===== src/rtl/rank_display.sv =====
// Scans five 5-bit ranks onto a 5-digit common-anode 7-segment display, one digit per slot.
// Optional RANK_BLANK_ZERO_EN: a rank of zero shows a dark digit instead of '0'.
module rank_display #(
   parameter int SCAN_DIV = 50000,
   parameter int GUARD    = 4,
   parameter int DIV_W    = 16
) (
   input  logic        m_clock,
   input  logic        p_reset,
   input  logic [24:0] RANK_IN,
   output logic [4:0]  AN,
   output logic [6:0]  SEG,
   output logic        FRAME_DONE
);

   localparam logic [DIV_W-1:0] PRE_LAST  = DIV_W'(SCAN_DIV - 1);
   localparam logic [DIV_W-1:0] PRE_GUARD = DIV_W'(GUARD);

   logic [DIV_W-1:0] pre_q, pre_d;
   logic [2:0]       idx_q, idx_d;
   logic [24:0]      snap_q, snap_d;
   logic [4:0]       an_q, an_d;
   logic [6:0]       seg_q, seg_d;
   logic             fd_q, fd_d;
   logic             tick;
   logic [4:0]       digit;

   function automatic logic [6:0] dec(input logic [4:0] v);
      logic [6:0] s;
      case (v)
`ifdef RANK_BLANK_ZERO_EN
         5'd0:    s = 7'h7F;
`else
         5'd0:    s = 7'h40;
`endif
         5'd1:    s = 7'h79;
         5'd2:    s = 7'h24;
         5'd3:    s = 7'h30;
         5'd4:    s = 7'h19;
         5'd5:    s = 7'h12;
         5'd6:    s = 7'h02;
         5'd7:    s = 7'h78;
         5'd8:    s = 7'h00;
         5'd9:    s = 7'h10;
         default: s = 7'h06;
      endcase
      return s;
   endfunction

   always_comb begin
      tick   = (pre_q == PRE_LAST);
      pre_d  = tick ? '0 : pre_q + 1'b1;
      idx_d  = idx_q;
      snap_d = snap_q;
      fd_d   = 1'b0;
      if (tick) begin
         idx_d = (idx_q == 3'd4) ? 3'd0 : idx_q + 3'd1;
         // The whole bus is latched at frame end so a frame never mixes old and new ranks.
         if (idx_q == 3'd4) begin
            snap_d = RANK_IN;
            fd_d   = 1'b1;
         end
      end

      case (idx_q)
         3'd0:    digit = snap_q[4:0];
         3'd1:    digit = snap_q[9:5];
         3'd2:    digit = snap_q[14:10];
         3'd3:    digit = snap_q[19:15];
         default: digit = snap_q[24:20];
      endcase

      an_d  = 5'b11111;
      seg_d = 7'h7F;
      if (pre_q >= PRE_GUARD) begin
         an_d  = ~(5'b00001 << idx_q);
         seg_d = dec(digit);
      end
   end

   always_ff @(posedge m_clock) begin
      if (p_reset) begin
         pre_q  <= '0;
         idx_q  <= 3'd0;
         snap_q <= 25'h0;
         an_q   <= 5'b11111;
         seg_q  <= 7'h7F;
         fd_q   <= 1'b0;
      end else begin
         pre_q  <= pre_d;
         idx_q  <= idx_d;
         snap_q <= snap_d;
         an_q   <= an_d;
         seg_q  <= seg_d;
         fd_q   <= fd_d;
      end
   end

   assign AN         = an_q;
   assign SEG        = seg_q;
   assign FRAME_DONE = fd_q;

endmodule

===== config.mk =====
export PLATFORM = sky130hd
export DESIGN_NAME = rank_display
export DESIGN_NICKNAME = d
export VERILOG_FILES = /design/src/rtl/rank_display.sv
export SDC_FILE = /design/constraint.sdc
export NUM_CORES = 1
export LEC_CHECK = 0
export ABC_AREA = 1
export BUFFER_PORTS_ARGS = -buffer_cell sky130_fd_sc_hd__buf_2
export CORE_MARGIN = 4
export CORE_UTILIZATION = 51
export DETAILED_ROUTE_END_ITERATION = 6
export HOLD_SLACK_MARGIN = 0.1
export PLACE_DENSITY_LB_ADDON = 0.15
export SLEW_MARGIN = 25
export SYNTH_ARGS = -nofsm -noshare
export SYNTH_HDL_FRONTEND = slang
export SYNTH_SLANG_ARGS = --single-unit
export TNS_END_PERCENT = 10

===== constraint.sdc =====
create_clock -name m_clock -period 1.88 [get_ports m_clock]
set_clock_uncertainty 0.05 [all_clocks]
set_input_delay 0.376 -clock m_clock [delete_from_list [all_inputs] [get_ports m_clock]]
set_output_delay 0.376 -clock m_clock [all_outputs]
set_load 0.03 [all_outputs]

==> results of run 1 <==
## how the worst max path moves through the flow
stage	from	to	slack [ps]	depth (start not counted)
finish	idx_q[1]$_SDFFE_PP0N_	SEG[6]$_SDFF_PP1_	6	13
global route	idx_q[1]$_SDFFE_PP0N_	SEG[4]$_SDFF_PP1_	-130	14
CTS	idx_q[1]$_SDFFE_PP0N_	SEG[5]$_SDFF_PP1_	-30	13
detailed placement	idx_q[0]$_SDFFE_PP0N_	SEG[5]$_SDFF_PP1_	-90	12
global placement	idx_q[1]$_SDFFE_PP0N_	SEG[5]$_SDFF_PP1_	-30	13
floorplan	idx_q[2]$_SDFFE_PP0N_	SEG[5]$_SDFF_PP1_	2	10
## cells in the mapped netlist
| library cell | number | area share |
|---|---|---|
| inv_1 | 51 | 0.073 |
| nor2_1 | 31 | 0.045 |
| nand2_2 | 2 | 0.0048 |
| buf_2 | 5 | 0.0096 |
| nor3_1 | 4 | 0.0077 |
| nor4_2 | 1 | 0.0048 |
| nand2_1 | 72 | 0.10 |
| or2_2 | 1 | 0.0024 |
| nor3b_1 | 2 | 0.0058 |
| xnor2_1 | 1 | 0.0034 |
| nor4_1 | 1 | 0.0024 |
| clkbuf_1 | 2 | 0.0029 |
| nand2_4 | 1 | 0.0043 |
| o21ai_1 | 3 | 0.0058 |
| nor2_2 | 4 | 0.0096 |
| nand4_1 | 6 | 0.014 |
| ha_1 | 10 | 0.048 |
| a21oi_2 | 1 | 0.0034 |
| inv_2 | 3 | 0.0043 |
| clkbuf_2 | 2 | 0.0038 |
| o21ai_0 | 37 | 0.071 |
| clkinv_1 | 2 | 0.0029 |
| dfxtp_1 | 57 | 0.44 |
| nor2_4 | 3 | 0.013 |
| a21oi_1 | 33 | 0.063 |
| or2_1 | 1 | 0.0024 |
| nand3_1 | 27 | 0.052 |
## power groups by stage
stage               clock network [uW]  logic, uW  registers, uW
finish                             975        107           1220
global route                      1050        122           1220
CTS                                994        107           1230
detailed placement                   0        106           1250
global placement                     0        105           1250
floorplan                            0       39.9           1270
## layout make-up
cell class / instances / area share
multi-input cells: 241 / 0.405
well taps: 67 / 0.0245
flip-flops and latches: 57 / 0.335
clock buffers: 14 / 0.0475
repair buffers: 65 / 0.123
inverters: 56 / 0.0643
## cells in the final DEF, fill, tap and decap left out, types with 11 or more instances in the layout
master    count
clkbuf_8     11
nand3_1      23
inv_1        45
dfxtp_1      55
buf_2        39
a21oi_1      33
o21ai_0      26
o21ai_1      12
nand2_1      65
buf_4        22
nor2_1       24
## metal layers
metal,vias to the layer above,track usage
met5,-,0
met4,0,0.113
met3,12,0.0485
met2,35,0.298
met1,1068,0.264
li1,1299,-
## through the flow
step           setup slack [ps]  hold WS [ps]
2_1_floorplan              1.71           374
4_1_cts                   -25.4           182
3_3_place_gp              -30.3           385
3_5_place_dp              -92.4           391
5_1_grt                    -134           195
6_report                   5.82           199
## kinds of logic (layout without fill, tap and decap cells)
family                   after synthesis  count (layout)
adder cells (fa/ha/maj)               10              10
AO/OA/AOI/OAI                         74              74
AND/OR/NAND/NOR                      156             156
flip-flops                            57              57
buffers and inverters                 65             135
XOR/XNOR                               1               1
## sequential cells by signal, indices dropped and copies added (netlist names)
signal	flops
FRAME_DONE	1
pre_q	16
idx_q	3
AN	5
snap_q	25
SEG	7
## timing repair
item | 4_1_cts | 5_1_grt
setup endpoints to repair | 5 | 33
hold buffers | 0 | 0
buffers inserted | 2 | 1
pin swaps | 3 | 16
gates resized for setup | 8 | 55
hold endpoints to repair | 0 | 0
## critical path: stages, from the launching register on
cell and delay [ps]:
dfxtp_4 390, inv_4 60, ha_4 170, buf_6 110, nand3_2 60, nand2_2 50
nor2_2 120, nand2_2 80, nand2_4 100, inv_2 40, ha_2 160, or2_1 220
nand2_1 70, o21ai_1 60
==> summary.txt, run 1 <==
FF-to-FF End: SEG[6]$_SDFF_PP1_
xor-xnor portion of the synthesized cell area: 0.00336
crit end category: flop
CTS Buf Count: 9
R2R setup slack: 6 ps
clock tree buffer depth: 2
vias in the first global route: 2,217
Power Density: 674 nW/um^2
P_int: 1800 uW
Filler cells: 385
first-pass GRT wire length: 9.85 mm
hold path endpoint: FRAME_DONE$_SDFF_PP0_
DRT iter0 DRCs: 111
Synth Area in Simple Gates: 0.271
max_slew headroom: 0.770
core area: 4850 sq um
DR vias: 2,414
post-route cell area: 3420 sq um
Post-DP Area: 3050 sq um
initial antenna violation count: 0
Worst setup SP type: flop
Synth warnings: 0
critical path arrival: 2030 ps
Top Layer Used: met4
Post-Syn Area per Cell: 7.19 sq um
post-route setup TNS: 0 ps
Switching Share: 0.219
hold depth: 2
nets: 467
CTS tree: yes
main combinational cell family by area after synthesis: simple AND/OR/NAND/NOR gates
min-delay src: p_reset
DP Cell Count: 483
Post-Route Utilization: 0.706
FMAX: 534 MHz
kind of critical path: flop to flop
DRC viols: 0
DRT Pass-1 Iters: 4
multi-input logic area: 1390 sq um
largest net degree at the start of global routing: 51
Via density: 4.83
Pwr Total: 2310 uW
met1 wire length: 2.88 mm
maxcap violations: 0
worst hold path type: primary input to flop
NetSw: 506 uW
Unique masters post-synth: 27
Mapped Cells: 363
Syn Nets: 400
final WL: 5.89 mm
ratio of cells with drive above 1 in the final layout: 0.293
Flop pwr share: 0.531
met3 WL: 230 microns
CP max FO: 4
initial core utilization: 0.538
worst skew pair latency: 330 ps
Gate power share: 0.047
#FFs+latches synth: 57
R2R cell count: 13
Ports: 40
mapped cell area: 2610 sq um
sequential area share after synthesis: 0.437
final non-filler cell total: 500
Total Routing Usage GR: 0.200
Reg area: 1150 sq um
Final Critical Period: 1870 ps
hpwl dp: 4.17 mm
Antenna Cells: 0
Crit Reg-Reg Startpoint: idx_q[1]$_SDFFE_PP0N_
clock network power share: 0.423
area grow syn2layout: 31.2%
Final Max Tran Viols: 0
Synth Area in Adders: 0.0479
worst slew pin tran: 343 ps
Worst-path clk slew: 60 ps
Hold Vio Cnt, Final: 0
die height: 79.5 microns
P_leak: 0.00137 uW
period utilization: 0.997
cell row count: 25
gr ovfl total: 0
Clock H-tree levels: 3
# setup viols final: 0
Die Width: 79.5 microns
wire per inst: 11.8 microns
clk root buf: clkbuf_8
port bufs: 39
die area: 6330 sq um
RSZ-0062 raised after global routing: yes
Sink Count: 57
status: finished clean
WL met2: 2.62 mm
Compound-Gate Fraction of Synth Area: 0.143
post-synthesis mux area share: 0
maximum vdd drop: 0.000534 V
Antenna Violating Nets Remaining: 0
GPL Wtd Cong: 0.908
Req. time, crit path: 2040 ps
(Power assumes the default switching activity.)
==> inputs of run 2 (changes only) <==
- RECOVER_POWER: default -> 50
==> run 2 against run 1 <==
- register-to-register slack about the same
- clock-buffer cell count unchanged
- sequential power about the same
==> summary.txt, run 2 (synthesized netlist as in run 1, its figures left out) <==
gr ovfl total: 0 (unchanged)
Total Routing Usage GR: 0.200 (unchanged)
RSZ-0062 raised after global routing: yes (unchanged)
CTS Hold Bufs: 0 (unchanged)
DR vias: 2,408 (was 2,414)
most frequent cells in the layout: 65 x nand2_1, 55 x dfxtp_1, 45 x inv_1 (unchanged)
maximum vdd drop: 0.000532 V (was 0.000534 V)
crit end category: flop (unchanged)
period utilization: 0.996 (was 0.997)
kind of critical path: flop to flop (unchanged)
CTS Buf Count: 9 (unchanged)
max FFs per register: 25 (unchanged)
Hold Vio Cnt, Final: 0 (unchanged)
# setup viols final: 0 (unchanged)
critical path arrival: 2030 ps (about the same)
Worst-path clk slew: 60 ps (about the same)
GPL Wtd Cong: 0.908 (unchanged)
worst skew pair latency: 330 ps (about the same)
port bufs: 39 (unchanged)
maxcap violations: 0 (unchanged)
final setup margin: 7.01 ps (was 5.82 ps)
DRT Pass-1 Iters: 4 (unchanged)
wire per inst: 11.8 microns (about the same)
DRT iter0 DRCs: 133 (was 111)
Final Critical Period: 1870 ps (about the same)
Die Width: 79.5 microns (unchanged)
Final Max Tran Viols: 0 (unchanged)
Post-Route Utilization: 0.699 (was 0.706)
worst setup path startpoint: idx_q[1]$_SDFFE_PP0N_ (unchanged)
P_leak: 0.00134 uW (was 0.00137 uW)
min-delay src: p_reset (unchanged)
Ports: 40 (unchanged)
Antenna Violating Nets Remaining: 0 (unchanged)
Antenna Cells: 0 (unchanged)
first-pass GRT wire length: 9.85 mm (unchanged)
Via density: 4.82 (was 4.83)
area grow syn2layout: 29.9% (was 31.2%)
clk root buf: clkbuf_8 (unchanged)
worst slew pin tran: 378 ps (was 343 ps)
initial core utilization: 0.538 (unchanged)
Crit Reg-Reg Startpoint: idx_q[1]$_SDFFE_PP0N_ (unchanged)
core area: 4850 sq um (unchanged)
pre-CTS setup slack: -92.4 ps (unchanged)
nets: 467 (unchanged)
initial antenna violation count: 0 (unchanged)
Worst setup SP type: flop (unchanged)
Power Density: 678 nW/um^2 (was 674 nW/um^2)
max_slew headroom: 0.749 (was 0.770)
die area: 6330 sq um (unchanged)
CP max FO: 4 (unchanged)
DRC viols: 0 (unchanged)
hpwl dp: 4.17 mm (unchanged)
FMAX: 534 MHz (about the same)
Biggest register: snap_q (unchanged)
largest net degree at the start of global routing: 51 (unchanged)
most common cell after layout, fill and taps aside: nand2_1 (unchanged)
final WL: 5.90 mm (was 5.89 mm)
status: finished clean (unchanged)
Clock H-tree levels: 3 (unchanged)
Req. time, crit path: 2040 ps (about the same)
Sink Count: 57 (unchanged)
ratio of cells with drive above 1 in the final layout: 0.261 (was 0.293)
post-route setup TNS: 0 ps (unchanged)
Pwr Total: 2300 uW (was 2310 uW)
clock tree buffer depth: 2 (unchanged)
die height: 79.5 microns (unchanged)
CTS tree: yes (unchanged)
cell row count: 25 (unchanged)
worst hold path type: primary input to flop (unchanged)
vias in the first global route: 2,217 (unchanged)
-- run 2: worst max-delay path, cell delays in order, from the launching register on --
cell and delay [ps]:
dfxtp_4 390, inv_4 60, ha_4 170, buf_6 110
nand3_2 60, nand2_2 50, nor2_2 120, nand2_2 80
nand2_4 100, inv_2 40, ha_2 160, or2_1 220
nand2_1 70, o21ai_1 60
-- run 2: what timing repair did --
item                       in CTS  in global routing
setup endpoints to repair       5                 33
buffers inserted                2                  1
gates resized for setup         8                 55
pin swaps                       3                 16
-- run 2: cell type report --
type | instances | area (sq um)
Multi-Input combinational cell | 241 | 1380
Fill cell | 397 | 1460
Inverter | 56 | 220
Sequential cell | 57 | 1150
Clock buffer | 14 | 163
Tap cell | 67 | 83.8
Timing Repair Buffer | 65 | 392
-- run 2: metal layers --
| layer | up-vias | GRT usage | share of wire |
|---|---|---|---|
| li1 | 1299 | - | - |
| met1 | 1058 | 0.264 | 0.48 |
| met2 | 41 | 0.298 | 0.45 |
| met3 | 10 | 0.0485 | 0.047 |
| met4 | 0 | 0.113 | 0.022 |
| met5 | - | 0 | 0 |
-- run 2: power breakdown --
part	leakage, uW	internal (uW)	switching (uW)
clock network	0.0000826	537	437
registers	0.000462	1220	6.11
logic	0.000800	40.1	61.2
-- run 2: through the flow --
step | hold WS, ps | instances | area [sq um]
2_1_floorplan | 374 | 363 | 2620
3_3_place_gp | 385 | 483 | 3050
3_5_place_dp | 391 | 483 | 3050
4_1_cts | 182 | 499 | 3250
5_1_grt | 195 | 500 | 3390
6_report | 199 | 500 | 3390
-- run 2: worst paths after layout --
| kind | endpoint | slack (ps) | cells past startpoint |
|---|---|---|---|
| setup reg to reg | SEG[6]$_SDFF_PP1_ | 7 | 13 |
| setup / recovery | SEG[6]$_SDFF_PP1_ | 7 | 13 |
| hold / removal | FRAME_DONE$_SDFF_PP0_ | 200 | 2 |
| hold reg to reg | snap_q[24]$_SDFFE_PP0P_ | 390 | 2 |
